### src/rtl/uart_rx_frame.sv
// UART receiver: 1 start, 8 data (LSB first), 1 parity, 1 stop. Returns the byte plus parity/framing status.
// Optional build macro UART_RX_MAJORITY_EN: each sample point becomes a 2-of-3 vote around the bit centre.
module uart_rx_frame #(
  parameter int counter_ceil_rec = 2604,
  parameter bit PARITY_ODD       = 1'b0
) (
  input  logic       CLOCK_125_p,
  input  logic       rst_n,
  input  logic       Rx,
  output logic [7:0] data_out,
  output logic       data_valid,
  output logic       parity_err,
  output logic       frame_err,
  output logic       busy
);

  localparam int CW = $clog2(counter_ceil_rec + 1);

`ifdef UART_RX_MAJORITY_EN
  // Decisions are taken one clock after the nominal point, once the third vote is in.
  localparam logic [CW-1:0] START_TC = CW'(counter_ceil_rec / 2);
  localparam logic [CW-1:0] BIT_TC   = CW'(counter_ceil_rec);
`else
  localparam logic [CW-1:0] START_TC = CW'(counter_ceil_rec / 2 - 1);
  localparam logic [CW-1:0] BIT_TC   = CW'(counter_ceil_rec - 1);
`endif

  typedef enum logic [2:0] {
    IDLE,
    START,
    DATA,
    PARITY,
    STOP,
    WAIT_HIGH
  } state_t;

  state_t        state_reg, state_next;
  logic [CW-1:0] cnt_reg, cnt_next;
  logic [2:0]    bit_reg, bit_next;
  logic [7:0]    sr_reg, sr_next;
  logic          perr_reg, perr_next;
  logic [7:0]    data_out_reg, data_out_next;
  logic          data_valid_reg, data_valid_next;
  logic          parity_err_reg, parity_err_next;
  logic          frame_err_reg, frame_err_next;
  logic [1:0]    sync_reg;
  logic          rx_s;
  logic          sample;

  assign rx_s = sync_reg[1];

`ifdef UART_RX_MAJORITY_EN
  // hist_reg[0] holds rx_s at the point, hist_reg[1] at point-1; live rx_s is point+1.
  logic [1:0] hist_reg;

  always_ff @(posedge CLOCK_125_p) begin
    if (!rst_n) begin
      hist_reg <= 2'b11;
    end else begin
      hist_reg <= {hist_reg[0], rx_s};
    end
  end

  assign sample = (hist_reg[1] & hist_reg[0]) | (hist_reg[1] & rx_s) | (hist_reg[0] & rx_s);
`else
  assign sample = rx_s;
`endif

  always_ff @(posedge CLOCK_125_p) begin
    if (!rst_n) begin
      sync_reg       <= 2'b11;
      state_reg      <= IDLE;
      cnt_reg        <= '0;
      bit_reg        <= '0;
      sr_reg         <= '0;
      perr_reg       <= 1'b0;
      data_out_reg   <= '0;
      data_valid_reg <= 1'b0;
      parity_err_reg <= 1'b0;
      frame_err_reg  <= 1'b0;
    end else begin
      sync_reg       <= {sync_reg[0], Rx};
      state_reg      <= state_next;
      cnt_reg        <= cnt_next;
      bit_reg        <= bit_next;
      sr_reg         <= sr_next;
      perr_reg       <= perr_next;
      data_out_reg   <= data_out_next;
      data_valid_reg <= data_valid_next;
      parity_err_reg <= parity_err_next;
      frame_err_reg  <= frame_err_next;
    end
  end

  always_comb begin
    state_next      = state_reg;
    cnt_next        = cnt_reg + 1'b1;
    bit_next        = bit_reg;
    sr_next         = sr_reg;
    perr_next       = perr_reg;
    data_out_next   = data_out_reg;
    data_valid_next = 1'b0;
    parity_err_next = parity_err_reg;
    frame_err_next  = frame_err_reg;
    case (state_reg)
      IDLE: begin
        cnt_next = '0;
        if (!rx_s) begin
          state_next = START;
        end
      end
      START: begin
        if (cnt_reg == START_TC) begin
          cnt_next   = '0;
          bit_next   = '0;
          state_next = sample ? IDLE : DATA;
        end
      end
      DATA: begin
        if (cnt_reg == BIT_TC) begin
          cnt_next         = '0;
          sr_next[bit_reg] = sample;
          bit_next         = bit_reg + 1'b1;
          if (bit_reg == 3'd7) begin
            state_next = PARITY;
          end
        end
      end
      PARITY: begin
        if (cnt_reg == BIT_TC) begin
          cnt_next   = '0;
          perr_next  = ((^sr_reg) ^ sample) != PARITY_ODD;
          state_next = STOP;
        end
      end
      STOP: begin
        if (cnt_reg == BIT_TC) begin
          cnt_next        = '0;
          data_out_next   = sr_reg;
          parity_err_next = perr_reg;
          frame_err_next  = ~sample;
          data_valid_next = 1'b1;
          // A low stop bit may be a break; wait for the line to recover before rearming.
          state_next      = sample ? IDLE : WAIT_HIGH;
        end
      end
      WAIT_HIGH: begin
        cnt_next = '0;
        if (rx_s) begin
          state_next = IDLE;
        end
      end
      default: begin
        cnt_next   = '0;
        state_next = IDLE;
      end
    endcase
  end

  assign data_out   = data_out_reg;
  assign data_valid = data_valid_reg;
  assign parity_err = parity_err_reg;
  assign frame_err  = frame_err_reg;
  assign busy       = (state_reg != IDLE);

endmodule

### config.mk
export PLATFORM = sky130hd
export DESIGN_NAME = uart_rx_frame
export DESIGN_NICKNAME = d
export VERILOG_FILES = /design/src/rtl/uart_rx_frame.sv
export SDC_FILE = /design/constraint.sdc
export NUM_CORES = 1
export LEC_CHECK = 0
export BUFFER_PORTS_ARGS = -buffer_cell sky130_fd_sc_hd__buf_2
export CAP_MARGIN = 20
export CORE_MARGIN = 5
export CORE_UTILIZATION = 50
export DETAILED_ROUTE_END_ITERATION = 6
export PLACE_DENSITY = 0.66
export SKIP_LAST_GASP = 1
export SLEW_MARGIN = 15
export SYNTH_ARGS = -nofsm -noshare
export SYNTH_HDL_FRONTEND = slang
export SYNTH_SLANG_ARGS = --single-unit
### constraint.sdc
create_clock -name CLOCK_125_p -period 2.2 [get_ports CLOCK_125_p]
set_clock_uncertainty 0.1 [all_clocks]
set_input_delay 0.11 -clock CLOCK_125_p [delete_from_list [all_inputs] [get_ports CLOCK_125_p]]
set_output_delay 0.11 -clock CLOCK_125_p [all_outputs]
set_load 0.01 [all_outputs]
# Yosys cells after proc, flatten, opt, wreduce, memory -nomap -nowiden
# Index checks and enable logic that the tools add are counted.
# Widths: inputs -> output; s select.
dict set report word_totals {
  elab_cells 63
  output_inout_bits 12
  regBits 40
}
dict set report op_classes {
  n_reduce_logical 12
  n_addsub 2
  muxes 20
  bitwise 2
  n_eq_ne 15
  magnitude_cmp 2
}
# cell count
set ops {}
lappend ops {{$mux 3} 10}
lappend ops {{$mux 12} 2}
lappend ops {{$pmux 12 s2} 1}
lappend ops {{$pmux 3 s6} 1}
lappend ops {{$ne 2x2->1 const B} 7}
lappend ops {{$add 12x1->12 const B} 1}
lappend ops {{$eq 12x11->1 const B} 1}
lappend ops {{$eq 12x12->1 const B} 1}
lappend ops {{$eq 3x3->1 const B} 3}
lappend ops {{$bwmux 8} 1}
lappend ops {{$reduce_and 2->1} 4}
lappend ops {{$reduce_xor 8->1} 1}
lappend ops {{$reduce_and 7->1} 1}
lappend ops {{$eq 3x2->1 const B} 2}
lappend ops {{$pmux 3 s2} 1}
lappend ops {{$lt 3x4->1 const B} 1}
lappend ops {{$add 3x1->3 const B} 1}
lappend ops {{$demux 1 s3} 1}
lappend ops {{$eq 3x1->1 const B} 1}
lappend ops {{$ge 3x1->1 const B} 1}
lappend ops {{$logic_not 3->1} 1}
lappend ops {{$reduce_and 3->1} 1}
lappend ops {{$reduce_bool 3->1} 1}
lappend ops {{$reduce_or 3->1} 1}
lappend ops {{6 further kinds} 7}

# Depth between registers and ports, before layout
dict set report depth {
  ltp_word 5
  depth_mapped 7
  depth_no_buf 6
}

# Worst setup path before layout
# OpenSTA, ideal clock, no wires.
dict set report synth_path {
  path_kind {register to register}
  from {reg cnt_reg[0]}
  to {reg perr_reg}
  period_less_slack_ns 1.717
  n_path_buf 0
  t_arrival_ns 1.490
  setup_slack_ns 0.483
  stages_incl_launch_ff 6
  t_required_ns 1.973
  cell_sequence {dfxtp_1 > ha_1 > and4bb_2 > and4_1 > nor4b_1 > or3b_1}
}
dict set report synth_between {
  elab_chain_cells 2
}
# element line
set synth_rtl {}
lappend synth_rtl {{start: declaration} 38} ;# logic [CW-1:0] cnt_reg, cnt_next;
lappend synth_rtl {{start signal: assignment} 84} ;# cnt_reg <= cnt_next;
lappend synth_rtl {{$eq 12x12->1} 130} ;# if (cnt_reg == BIT_TC) begin
lappend synth_rtl {{$reduce_and 2->1 (no line)} n/a}
lappend synth_rtl {{end signal: assignment} 87} ;# perr_reg <= perr_next;
lappend synth_rtl {{end: declaration} 41} ;# logic perr_reg, perr_next;
# No other way between the ends.
# A chain may end at the register's enable or synchronous reset.

# Worst setup path after layout
dict set report layout_path {
  from {reg cnt_reg[0]}
  to {reg state_reg[1]}
}
dict set report layout_between {
  elab_chain_cells 3
}
# element line
set layout_rtl {}
lappend layout_rtl {{$eq 12x12->1 or $eq 12x11->1 (tied branches)} n/a}
lappend layout_rtl {{$ne 2x2->1 (no line)} n/a}
lappend layout_rtl {{$reduce_and 7->1 (no line) (*)} n/a}
lappend layout_rtl {{end signal: assignment} 83} ;# state_reg <= state_next;
lappend layout_rtl {{end: declaration} 37} ;# state_t state_reg, state_next;
# Every way passes the cells marked *; elsewhere a longest branch is shown, timed or not.

==> flow_metrics.env <==
export IMPL_synth_top_area_cell="dfxtp_1"
export IMPL_coreArea_um2=3943
export IMPL_cp_arrival_ns=1.98
export IMPL_cts_clk_slew_worst_paths_ns=0.07
export IMPL_clock_tree_buffer_depth=2
export IMPL_dp_hpwl_mm=2.841
export IMPL_syn_area_um2=1998
export IMPL_ir_worst_vdd_uv=338.7
export IMPL_grt_antenna_before_repair=0
export IMPL_required_ns=2.27
export IMPL_ys_ff_latch=40
export IMPL_path_max_fanout=5
export IMPL_finalHoldViolCount=0
export IMPL_crit_path_start_kind="register"
export IMPL_hold_path_class="input pin to register"
export IMPL_final_area_um2=2161
export IMPL_timing_rr_start="cnt_reg[0]"
export IMPL_drc=0
export IMPL_largest_register_ffs=12
export IMPL_drtIter0Drc=137
export IMPL_reg2reg_depth=5
export IMPL_min_period_ns=1.910
export IMPL_clock_sinks=40
export IMPL_cts_hold_buf=1
export IMPL_drive_above_1_share_pct=15.38
export IMPL_rows=23
export IMPL_diodes=0
export IMPL_insertion_delay_ns=0.29
export IMPL_regToRegSetupSlack_ns=0.29
export IMPL_synthTopCellsByCount="dfxtp_1, mux2i_1, nand2_1"
export IMPL_grt_max_degree=21
export IMPL_final_nets=228
export IMPL_endpoint="state_reg[1]"
export IMPL_synth_most_common_cell="dfxtp_1"
export IMPL_gr_total_overflow=0
export IMPL_die_area_um2=5360
export IMPL_ys_top_cells_by_area="dfxtp_1, mux2i_1, xor2_1, nand2_1, nor3_1"
export IMPL_slew_headroom_pct=66.40
export IMPL_grtUsageTotal_pct=16.56
export IMPL_post_route_period_util_pct=86.81
export IMPL_boundaryPins=15
export IMPL_p_per_area_nw_per_um2=646.9
export IMPL_synth_cell_types=47
export IMPL_fp_dieW_um=73.22
export IMPL_post_drt_wl_per_cell_um=14.68
export IMPL_die_y_um=73.22
export IMPL_placed_cell_area_um2=2069
export IMPL_crit_type="register to register"
export IMPL_synth_edf_count=0
export IMPL_finalMaxSlewViolations=0
export IMPL_tns_ns=0
export IMPL_drt_total_wl_mm=3.979
export IMPL_cts_resized=0
export IMPL_outcome="completed"
export IMPL_synth_nets=218
export IMPL_port_buffers=14
export IMPL_post_cts_buffers=0
export IMPL_cp_startpoint="cnt_reg[0]"
export IMPL_grt_pass1_vias=1544
export IMPL_dr_pass1_iters=4
export IMPL_drt_vias_per_instance=5.779
export IMPL_num_vias=1566
export IMPL_cap_violations=0
export IMPL_ys_seq_area_share_pct=40.08
export IMPL_syn_avg_cell_area_um2=9.470
export IMPL_leakage_uw=0.0009050
export IMPL_ys_warn_count=0
export IMPL_synthCells=211
export IMPL_worst_pin_slew_ns=0.5035
export IMPL_routabilityCongestion=0.8296
export IMPL_fmax_mhz=523.6
export IMPL_setup_viol=0
export IMPL_cts_tree="built"
export IMPL_start_util_pct=50.68
export IMPL_rr_endpoint="state_reg[1]"
export IMPL_root_buffer="clkbuf_8"
export IMPL_synth_ff_type="dfxtp_1"
export IMPL_synth_top_area_share_pct=40.08
export IMPL_cp_end_kind="register"
export IMPL_ctsHtreeMaxLevel=2
export IMPL_drtAntennaViolNets=0
export IMPL_grt_pass1_wl_mm=6.865
export IMPL_ys_async_sr_fraction_pct=0
export IMPL_rsz0062_at_grt="false"
export IMPL_syn_to_final_growth_pct=8.140
export IMPL_cts_buffers=5
## cells by family (layout without fill, tap and decap cells)
kind of cell             Yosys count  after routing  share of synthesized area [%]
AO/OA/AOI/OAI                     16             16                          5.261
AND/OR/NAND/NOR                   97             97                          30.12
multiplexers                      20             20                          10.02
XOR/XNOR                          15             15                          7.264
adder cells (fa/ha/maj)            4              4                          2.505
buffers and inverters             19             29                          4.759
flip-flops                        40             40                          40.08
## cell type report
class                   count  area (µm²)
repair buffers             17       95.09
inverters                   5       18.77
clock buffers               5       68.82
clock inverters             2       12.51
flip-flops and latches     40       800.8
well taps                  50       62.56
multi-input cells         152        1102
fillers                   355        1782
## where the power goes
group | switching, µW | internal (µW)
sequential | 28.4 | 735
combinational | 103 | 71.0
clock | 247 | 214
## worst max-delay path, stage by stage (launching register included)
cell and delay (ns):
dfxtp_1 0.40, ha_1 0.18, nor4bb_1 0.43, a31oi_1 0.19, a211o_1 0.33, mux2i_1 0.15
## metrics by stage
stage | power, µW | worst slack [ns] | utilization [%] | std cells | hold WS (ns)
floorplan | 910.8 | 0.4832 | - | 211 | 0.1115
global placement | 943.2 | 0.3712 | 52.49 | 263 | 0.1960
detailed placement | 951.9 | 0.2832 | 52.49 | 263 | 0.2033
CTS | 1411 | 0.2672 | 54.81 | 271 | 0.06335
global route | 1460 | 0.1131 | 54.81 | 271 | 0.06728
finish | 1398 | 0.2902 | 54.81 | 271 | 0.07473
## cell usage in the layout, fill, tap and decap left out, drive strengths merged, types with 3 or more instances in the layout
cell type and n:
ha 4, nand4b 3, clkbuf 5, nand2 18, or3b 3, inv 5
xor2 9, nor3 12, nor4b 4, and4 4, mux2i 20, nand4 7
a21oi 4, nor3b 3, buf 16, xnor2 5, dfxtp 40, o21ai 4
nand3 12, nor2 14
## how the worst min path moves through the flow
stage | startpoint | end | slack [ns] | cells after the start
6_report | rst_n | sync_reg[1] | 0.07 | 2
5_1_grt | rst_n | sync_reg[1] | 0.07 | 2
4_1_cts | rst_n | sync_reg[1] | 0.06 | 2
3_5_place_dp | Rx | sync_reg[0] | 0.20 | 2
3_3_place_gp | Rx | sync_reg[0] | 0.20 | 2
2_1_floorplan | Rx | sync_reg[0] | 0.11 | 1
## layer usage
layer / share of wire (%) / track usage (%) / wire (µm) / up-vias
met4: 1.6 / 7.582 / 65 / 0
met3: 3.2 / 4.683 / 127 / 6
met2: 51 / 28.30 / 2044 / 29
met1: 44 / 18.95 / 1743 / 757
li1: - / - / - / 774
met5: 0 / 0 / 0 / -
Note: power is estimated with default switching activity, not from simulation.
